$ cat src/rtl/net2axis_pktgen.sv
// net2axis_pktgen: AXI4-Stream packet generator for the net2axis capture sink.
//
// Sends C_NUM_PACKETS packets after START. Packet lengths and payload are
// deterministic, so a captured file can be compared against a golden file.
// Packet k is C_MIN_LEN + (k mod (C_MAX_LEN-C_MIN_LEN+1)) bytes long.
// Stream byte j of packet k is (k + j) mod 256.
// Between packets the generator leaves C_IFG idle cycles. When the last
// packet has been accepted, DONE is set and stays set until ARESET.
//
// Ports:
//   ACLK           clock, all logic on the rising edge
//   ARESET         synchronous active-high reset
//   START          level; sampled only while idle
//   M_AXIS_T*      AXI4-Stream master (TVALID/TDATA/TKEEP/TLAST out, TREADY in)
//   DONE           all packets accepted; sticky until reset
//   PKT_COUNT      number of TLAST handshakes so far
//
// Optional feature: define NET2AXIS_PKTGEN_THROTTLE_EN to insert pseudo-random
// bubbles. A 16-bit LFSR (taps 16,14,13,11; seed 16'hACE1) gates when a new
// beat may be presented.
module net2axis_pktgen #(
  parameter int C_TDATA_WIDTH = 32,
  parameter int C_NUM_PACKETS = 4,
  parameter int C_MIN_LEN     = 1,
  parameter int C_MAX_LEN     = 64,
  parameter int C_IFG         = 2
) (
  input  logic                       ACLK,
  input  logic                       ARESET,
  input  logic                       START,
  output logic                       M_AXIS_TVALID,
  output logic [C_TDATA_WIDTH-1:0]   M_AXIS_TDATA,
  output logic [C_TDATA_WIDTH/8-1:0] M_AXIS_TKEEP,
  output logic                       M_AXIS_TLAST,
  input  logic                       M_AXIS_TREADY,
  output logic                       DONE,
  output logic [15:0]                PKT_COUNT
);

  localparam int          BYTES      = C_TDATA_WIDTH / 8;
  localparam int          RANGE      = C_MAX_LEN - C_MIN_LEN + 1;
  localparam logic [15:0] MIN_LEN_W  = 16'(C_MIN_LEN);
  localparam logic [15:0] LAST_IDX_W = 16'(RANGE - 1);
  localparam logic [16:0] NUM_PKT_W  = 17'(C_NUM_PACKETS);
  localparam logic [16:0] BYTES_W    = 17'(BYTES);
  localparam logic [15:0] STEP_W     = 16'(BYTES);
  localparam logic [7:0]  IFG_W      = 8'(C_IFG);

  // Illegal parameter sets stop elaboration.
  if (C_MIN_LEN < 1 || C_MAX_LEN < C_MIN_LEN || C_MAX_LEN > 65535 ||
      C_TDATA_WIDTH < 8 || (C_TDATA_WIDTH % 8) != 0) begin : g_bad_param
    $fatal(1, "net2axis_pktgen: illegal parameters");
  end

  typedef enum logic [1:0] {
    S_IDLE   = 2'd0,
    S_SEND   = 2'd1,
    S_GAP    = 2'd2,
    S_FINISH = 2'd3
  } state_t;

  state_t               state_q, state_d;
  logic                 tvalid_q, tvalid_d;
  logic [C_TDATA_WIDTH-1:0] tdata_q, tdata_d;
  logic [BYTES-1:0]     tkeep_q, tkeep_d;
  logic                 tlast_q, tlast_d;
  logic                 done_q, done_d;
  logic [15:0]          pkt_count_q, pkt_count_d;
  logic [15:0]          pkt_idx_q, pkt_idx_d;   // k mod RANGE, selects length
  logic [7:0]           pkt_k8_q, pkt_k8_d;     // k mod 256, payload base
  logic [15:0]          off_q, off_d;           // byte offset of next beat to load
  logic [7:0]           gap_q, gap_d;

  logic                 can_load_s;
  logic                 hs_s;
  logic                 pkt_adv_s;
  logic                 load_s;
  logic [15:0]          sel_idx_s, sel_off_s;
  logic [7:0]           sel_k8_s;
  logic [16:0]          len_s;
  logic [C_TDATA_WIDTH-1:0] beat_data_s;
  logic [BYTES-1:0]     beat_keep_s;
  logic                 beat_last_s;

`ifdef NET2AXIS_PKTGEN_THROTTLE_EN
  logic [15:0] lfsr_q, lfsr_d;

  // Fibonacci LFSR; bit 0 grants permission to present a new beat.
  always_comb begin
    lfsr_d     = {lfsr_q[14:0], lfsr_q[15] ^ lfsr_q[13] ^ lfsr_q[12] ^ lfsr_q[10]};
    can_load_s = lfsr_q[0];
  end

  // LFSR register, advances every cycle.
  always_ff @(posedge ACLK) begin
    if (ARESET) begin
      lfsr_q <= 16'hACE1;
    end else begin
      lfsr_q <= lfsr_d;
    end
  end
`else
  assign can_load_s = 1'b1;
`endif

  assign hs_s = tvalid_q & M_AXIS_TREADY;

  // Selects which packet/offset the next loaded beat comes from. At a TLAST
  // handshake the next packet is used immediately, so IFG=0 needs no extra cycle.
  always_comb begin
    pkt_adv_s = (state_q == S_SEND) && hs_s && tlast_q;
    if (pkt_adv_s) begin
      sel_k8_s  = pkt_k8_q + 8'd1;
      sel_idx_s = (pkt_idx_q == LAST_IDX_W) ? 16'd0 : pkt_idx_q + 16'd1;
      sel_off_s = 16'd0;
    end else begin
      sel_k8_s  = pkt_k8_q;
      sel_idx_s = pkt_idx_q;
      sel_off_s = off_q;
    end
  end

  // Builds the beat at the selected offset. Lanes past the end of the packet
  // are zeroed and their keep bits cleared.
  always_comb begin
    len_s       = {1'b0, MIN_LEN_W + sel_idx_s};
    beat_data_s = {C_TDATA_WIDTH{1'b0}};
    beat_keep_s = {BYTES{1'b0}};
    for (int i = 0; i < BYTES; i++) begin
      if (({1'b0, sel_off_s} + 17'(i)) < len_s) begin
        beat_keep_s[i]         = 1'b1;
        beat_data_s[8*i +: 8]  = sel_k8_s + sel_off_s[7:0] + 8'(i);
      end else begin
        beat_keep_s[i]         = 1'b0;
        beat_data_s[8*i +: 8]  = 8'h00;
      end
    end
    beat_last_s = ({1'b0, sel_off_s} + BYTES_W) >= len_s;
  end

  // Next-state and output logic.
  always_comb begin
    state_d     = state_q;
    tvalid_d    = tvalid_q;
    tdata_d     = tdata_q;
    tkeep_d     = tkeep_q;
    tlast_d     = tlast_q;
    done_d      = done_q;
    pkt_count_d = pkt_count_q;
    pkt_idx_d   = pkt_idx_q;
    pkt_k8_d    = pkt_k8_q;
    off_d       = off_q;
    gap_d       = gap_q;
    load_s      = 1'b0;

    case (state_q)
      S_IDLE: begin
        if (START) begin
          if (NUM_PKT_W == 17'd0) begin
            state_d = S_FINISH;
            done_d  = 1'b1;
          end else begin
            state_d = S_SEND;
            load_s  = can_load_s;
          end
        end else begin
          state_d = S_IDLE;
        end
      end
      S_SEND: begin
        if (hs_s && tlast_q) begin
          pkt_count_d = pkt_count_q + 16'd1;
          pkt_k8_d    = sel_k8_s;
          pkt_idx_d   = sel_idx_s;
          off_d       = 16'd0;
          if (({1'b0, pkt_count_q} + 17'd1) == NUM_PKT_W) begin
            state_d = S_FINISH;
            done_d  = 1'b1;
          end else if (IFG_W != 8'd0) begin
            state_d = S_GAP;
            gap_d   = IFG_W;
          end else begin
            load_s  = can_load_s;
          end
        end else if (hs_s || !tvalid_q) begin
          load_s = can_load_s;
        end else begin
          load_s = 1'b0;  // stalled beat is held
        end
      end
      S_GAP: begin
        if (gap_q <= 8'd1) begin
          state_d = S_SEND;
          load_s  = can_load_s;
        end else begin
          gap_d   = gap_q - 8'd1;
        end
      end
      S_FINISH: begin
        done_d = 1'b1;
      end
      default: begin
        state_d = S_IDLE;
      end
    endcase

    // A presented beat only changes at a handshake; otherwise the bus idles at zero.
    if (load_s) begin
      tvalid_d  = 1'b1;
      tdata_d   = beat_data_s;
      tkeep_d   = beat_keep_s;
      tlast_d   = beat_last_s;
      off_d     = sel_off_s + STEP_W;
    end else if (hs_s || state_d != S_SEND) begin
      tvalid_d  = 1'b0;
      tdata_d   = {C_TDATA_WIDTH{1'b0}};
      tkeep_d   = {BYTES{1'b0}};
      tlast_d   = 1'b0;
    end else begin
      tvalid_d  = tvalid_q;
    end
  end

  // State and output registers.
  always_ff @(posedge ACLK) begin
    if (ARESET) begin
      state_q     <= S_IDLE;
      tvalid_q    <= 1'b0;
      tdata_q     <= {C_TDATA_WIDTH{1'b0}};
      tkeep_q     <= {BYTES{1'b0}};
      tlast_q     <= 1'b0;
      done_q      <= 1'b0;
      pkt_count_q <= 16'd0;
      pkt_idx_q   <= 16'd0;
      pkt_k8_q    <= 8'd0;
      off_q       <= 16'd0;
      gap_q       <= 8'd0;
    end else begin
      state_q     <= state_d;
      tvalid_q    <= tvalid_d;
      tdata_q     <= tdata_d;
      tkeep_q     <= tkeep_d;
      tlast_q     <= tlast_d;
      done_q      <= done_d;
      pkt_count_q <= pkt_count_d;
      pkt_idx_q   <= pkt_idx_d;
      pkt_k8_q    <= pkt_k8_d;
      off_q       <= off_d;
      gap_q       <= gap_d;
    end
  end

  assign M_AXIS_TVALID = tvalid_q;
  assign M_AXIS_TDATA  = tdata_q;
  assign M_AXIS_TKEEP  = tkeep_q;
  assign M_AXIS_TLAST  = tlast_q;
  assign DONE          = done_q;
  assign PKT_COUNT     = pkt_count_q;

endmodule
$ cat config.mk
export PLATFORM = sky130hd
export DESIGN_NAME = net2axis_pktgen
export DESIGN_NICKNAME = d
export VERILOG_FILES = /design/src/rtl/net2axis_pktgen.sv
export SDC_FILE = /design/constraint.sdc
export NUM_CORES = 1
export LEC_CHECK = 0
export CAP_MARGIN = 20
export CORE_MARGIN = 5
export CORE_UTILIZATION = 52
export CTS_BUF_LIST = sky130_fd_sc_hd__clkbuf_16
export CTS_CLUSTER_SIZE = 25
export DETAILED_ROUTE_END_ITERATION = 10
export PLACE_DENSITY_LB_ADDON = 0.1
export SYNTH_ARGS = -nofsm -noshare
export SYNTH_HDL_FRONTEND = slang
export SYNTH_SLANG_ARGS = --single-unit
$ cat constraint.sdc
create_clock -name ACLK -period 14.26 [get_ports ACLK]
set_clock_uncertainty 0.2 [all_clocks]
set_input_delay 2.139 -clock ACLK [delete_from_list [all_inputs] [get_ports ACLK]]
set_output_delay 2.139 -clock ACLK [all_outputs]
set_load 0.03 [all_outputs]
==> impl_summary.log <==
[metrics] result of the run: complete, no violations
[metrics] Data arrival, critical path: 8080 ps
[metrics] most used flip-flop cell after synthesis: sky130_fd_sc_hd__dfxtp_1
[metrics] utilization after layout: 0.5966
[metrics] critical register-to-register path endpoint: M_AXIS_TDATA[16]
[metrics] Final Hold Viols: 0
[metrics] setup repair after global routing missed its margin: no
[metrics] setup tns final: 0 ps
[metrics] Final setup violation count: 0
[metrics] worst r2r src: state_q[1]
[metrics] synthesized instance count: around 980
[metrics] sequential area share after synthesis: 0.2609
[metrics] time the final worst path needs with I/O delays and setup: approximately 8000 ps
[metrics] Max FO, Critical Path: 38
[metrics] drt first pass iters: 5
[metrics] # nets final: between 1,000 and 1,500
[metrics] cell types with the largest area share after synthesis: sky130_fd_sc_hd__dfxtp_1 (26%), sky130_fd_sc_hd__ha_1 (14%), sky130_fd_sc_hd__xnor2_1 (8.4%)
[metrics] CP max stage cell: sky130_fd_sc_hd__a211oi_1
[metrics] nature of the critical path endpoint: flip-flop
[metrics] peak supply drop: around 0.057 mV
[metrics] Syn Std Cell Area: approximately 8100 um2
[metrics] Achievable Freq: ~130 MHz
[metrics] average wire per cell in the routed design: between 15 and 20 um
[metrics] number of I/O pins: 59
[metrics] initial DRC count: 532
[metrics] buffering stage count on the worst path with inverters included: 2
[metrics] Clock Path Buffers: 2
[metrics] Die W: 134.5 um
[metrics] hold path endpoint: M_AXIS_TKEEP[1]
[metrics] kind of cell adding the most delay to the critical path: compound AO/OA/AOI/OAI gates
[metrics] largest incremental delay on the critical path: roughly 870 ps
[metrics] area share of the largest cell type after synthesis: 0.2609
[metrics] maximum level of the CTS H-tree: 3
[metrics] clock tree root buffer cell: sky130_fd_sc_hd__clkbuf_16
[metrics] CTS clk-pin slew, worst paths: roughly 80 ps
[metrics] # hold bufs at CTS: 0
[metrics] count of instances resized after the clock tree is built: 0
[metrics] Min-Delay Startpoint: M_AXIS_TKEEP[1]
[metrics] Num CTS Buffers: 9
[metrics] share of layout cells above drive strength 1: 0.05453
[metrics] start point of the critical path: M_AXIS_TREADY
[metrics] async set or reset register ratio after synthesis: 0
[metrics] number of buffers added on ports: 58
[metrics] initial antenna violation count: 0
[metrics] ANT cells: 0
[metrics] Crit Path Category: in -> reg
[metrics] DR vias/cell: 5.781
[metrics] cell type with the largest total area after synthesis: sky130_fd_sc_hd__dfxtp_1
[metrics] net count of the mapped netlist: 1,077
[metrics] post-route antenna net violation count: 0
[metrics] wire length reported by the detailed router: about 21,000 um
[metrics] global-route wire length before repair: between 30,000 and 40,000 um
[metrics] path depth of the worst reg2reg path: 16
[metrics] power density normalized to cell area: roughly 76 nW/um2
[metrics] number of max-slew violations in the final report: 0
[metrics] Std-Cell Core Area: about 15,000 um2
[metrics] Startpoint Class: input port
[metrics] number of warning messages in the yosys log: 0
[metrics] number of enable flip-flop cells after synthesis: 0
[metrics] clock tree from TritonCTS: done
[metrics] mean instance size in the synthesized netlist: 8.196 um2
[metrics] flops & latches, synth: approximately 110
[metrics] total number of clock tree sinks: 105
[metrics] buffers inserted by post-CTS timing repair: 0
[metrics] Std-Cell Rows: 45
[metrics] final period utilization: 0.5586
[metrics] vias in the first global route: between 6,000 and 7,000
[metrics] Register-to-Register Setup Slack: 8110 ps
[metrics] total leakage power: between 3 and 4 nW
[metrics] overall routing resource usage: 0.2392
[metrics] number of maximum-capacitance violations: 0
[metrics] Min-Delay Path Class: reg -> reg
[metrics] number of remaining DRC errors: 0
[metrics] Yosys cell types: 83
[metrics] Skew-Pair Late Insertion Delay: approximately 370 ps
[metrics] maximum number of pins on one net before global-route repair: 59
[metrics] worst hold path cell count: 1
[metrics] routed via count: ~7,000
[metrics] Die ar.: around 18,000 um2
[metrics] layout overhead on the synthesized area: 12.58%
[metrics] Slew @ Worst Pin: approximately 1000 ps
[metrics] last weighted congestion value of the routability-driven placer: between 0.9 and 1
[metrics] cell-by-cell trace of the critical path: clkdlybuf4s50_1 -> and4_4 -> nand2_2 -> nand2_1 -> inv_1 -> ha_1 -> nand4_1 -> a211oi_1 -> nand2_1 -> xor2_1 -> ha_1 -> a2111oi_0 -> a21oi_1 -> maj3_1 -> maj3_2 -> a21oi_4 -> a32o_2
[metrics] initial cell density of the core: 0.5300
[metrics] CP Data Required Time: around 14,000 ps
[metrics] Chip Height: around 130 um
[metrics] half-perimeter wire length after detailed placement: between 15,000 and 20,000 um
[metrics] Max transition margin: 0.3252
[metrics] overflow left after global routing: 0
## cells in the final DEF (no fill, tap or decap), drive strengths merged, types with 5 or more instances in the layout
cell type / synthesis / routed
a211oi: 8 / 8
and3: 13 / 13
buf: 11 / 5
nand2b: 9 / 9
nand4: 18 / 18
nor2: 131 / 131
inv: 43 / 46
o21a: 9 / 9
o31ai: 6 / 6
and4: 7 / 7
a32o: 16 / 16
clkdlybuf4s50: 0 / 57
a21o: 10 / 10
nor4: 9 / 9
nand3: 37 / 37
or3: 8 / 8
maj3: 8 / 8
a22oi: 6 / 6
a31oi: 6 / 6
dfxtp: 105 / 105
nor3: 27 / 27
xor2: 59 / 59
nor2b: 5 / 5
clkinv: 1 / 5
and2: 10 / 10
xnor2: 77 / 77
o21ai: 35 / 35
a21oi: 44 / 44
clkbuf: 22 / 9
a22o: 13 / 13
ha: 89 / 89
nand2: 91 / 91
## per-layer routing
layer,routed length [um],track usage,vias up
met5,0,0,-
met4,433,0.06731,0
met3,1145,0.04583,25
met2,9332,0.3651,199
met1,10420,0.3448,3239
li1,-,-,3561
## flip-flops by register name (all words and copies together) (netlist names)
| register | cells |
|---|---|
| M_AXIS_TDATA | 32 |
| state_q | 2 |
| M_AXIS_TKEEP | 4 |
| off_q | 16 |
| DONE | 1 |
| M_AXIS_TLAST | 1 |
| M_AXIS_TVALID | 1 |
| pkt_idx_q | 16 |
| PKT_COUNT | 16 |
| gap_q | 8 |
| pkt_k8_q | 8 |
## worst register-to-register path: stages (launching register included)
cell and delay (ps):
sky130_fd_sc_hd__dfxtp_1 540, sky130_fd_sc_hd__inv_1 150, sky130_fd_sc_hd__nand2_2 610, sky130_fd_sc_hd__nand2_1 340
sky130_fd_sc_hd__inv_1 260, sky130_fd_sc_hd__ha_1 380, sky130_fd_sc_hd__nand4_1 190, sky130_fd_sc_hd__a211oi_1 870
sky130_fd_sc_hd__nand2_1 150, sky130_fd_sc_hd__xor2_1 180, sky130_fd_sc_hd__ha_1 300, sky130_fd_sc_hd__a2111oi_0 460
sky130_fd_sc_hd__a21oi_1 160, sky130_fd_sc_hd__maj3_1 380, sky130_fd_sc_hd__maj3_2 330, sky130_fd_sc_hd__a21oi_4 350
sky130_fd_sc_hd__a32o_2 230
## stage by stage
stage               std cells  hold slack [ps]  setup WS, ps  area, um2  power (W)
detailed placement       1199            251.6          6040       8753  0.0004322
global placement         1199            245.0          6143       8753  0.0004324
global route             1215            300.8          5957       9070  0.0007221
CTS                      1215            272.0          6421       9070  0.0006980
floorplan                 983            270.7          7120       8056  0.0003960
finish                   1215            271.0          6295       9070  0.0006921
## logic make-up after synthesis
logic type	share of synthesized area
buffers and inverters	0.03867
DFF	0.2609
muxes	0.006368
and+or+nand+nor	0.2362
AOI/OAI and AO/OA	0.1565
xor gates and xnor gates	0.1502
adders and majority gates	0.1511
## worst max-delay path by stage
stage          slack, ps                to  depth (start not counted)
6_report            6290  M_AXIS_TDATA[16]                         17
5_1_grt             5960  M_AXIS_TDATA[22]                         17
4_1_cts             6420  M_AXIS_TDATA[16]                         17
3_5_place_dp        6040  M_AXIS_TDATA[22]                         17
3_3_place_gp        6140  M_AXIS_TDATA[18]                         17
2_1_floorplan       7120  M_AXIS_TDATA[10]                         21
## power breakdown
| part | internal [W] | switching [W] | leakage, nW |
|---|---|---|---|
| logic | 0.0000481 | 0.0000722 | 2.58 |
| clock network | 0.000127 | 0.000138 | 0.152 |
| registers | 0.000300 | 0.00000673 | 0.849 |
| total | 0.000475 | 0.000217 | 3.58 |
## cell usage after synthesis, types with 10 or more instances
cell type and count:
sky130_fd_sc_hd__nor2_1 129, sky130_fd_sc_hd__dfxtp_1 105, sky130_fd_sc_hd__nand2_1 90, sky130_fd_sc_hd__ha_1 89
sky130_fd_sc_hd__xnor2_1 77, sky130_fd_sc_hd__xor2_1 58, sky130_fd_sc_hd__inv_1 43, sky130_fd_sc_hd__a21oi_1 41
sky130_fd_sc_hd__nand3_1 37, sky130_fd_sc_hd__o21ai_0 34, sky130_fd_sc_hd__nor3_1 25, sky130_fd_sc_hd__clkbuf_1 22
sky130_fd_sc_hd__nand4_1 17, sky130_fd_sc_hd__a22o_1 13, sky130_fd_sc_hd__a32o_1 13, sky130_fd_sc_hd__and3_1 13
sky130_fd_sc_hd__a21o_1 10, sky130_fd_sc_hd__and2_1 10
## cell type report
type                    instances  area, um2
clock inverters                 7      91.34
fillers                      1420       6132
clock buffers                   9      225.2
well taps                     188      235.2
flip-flops and latches        105       2102
repair buffers                 62      605.6
multi-input cells             800       5645
inverters                      44      165.2
No activity file was read; power rests on OpenSTA's default activity.
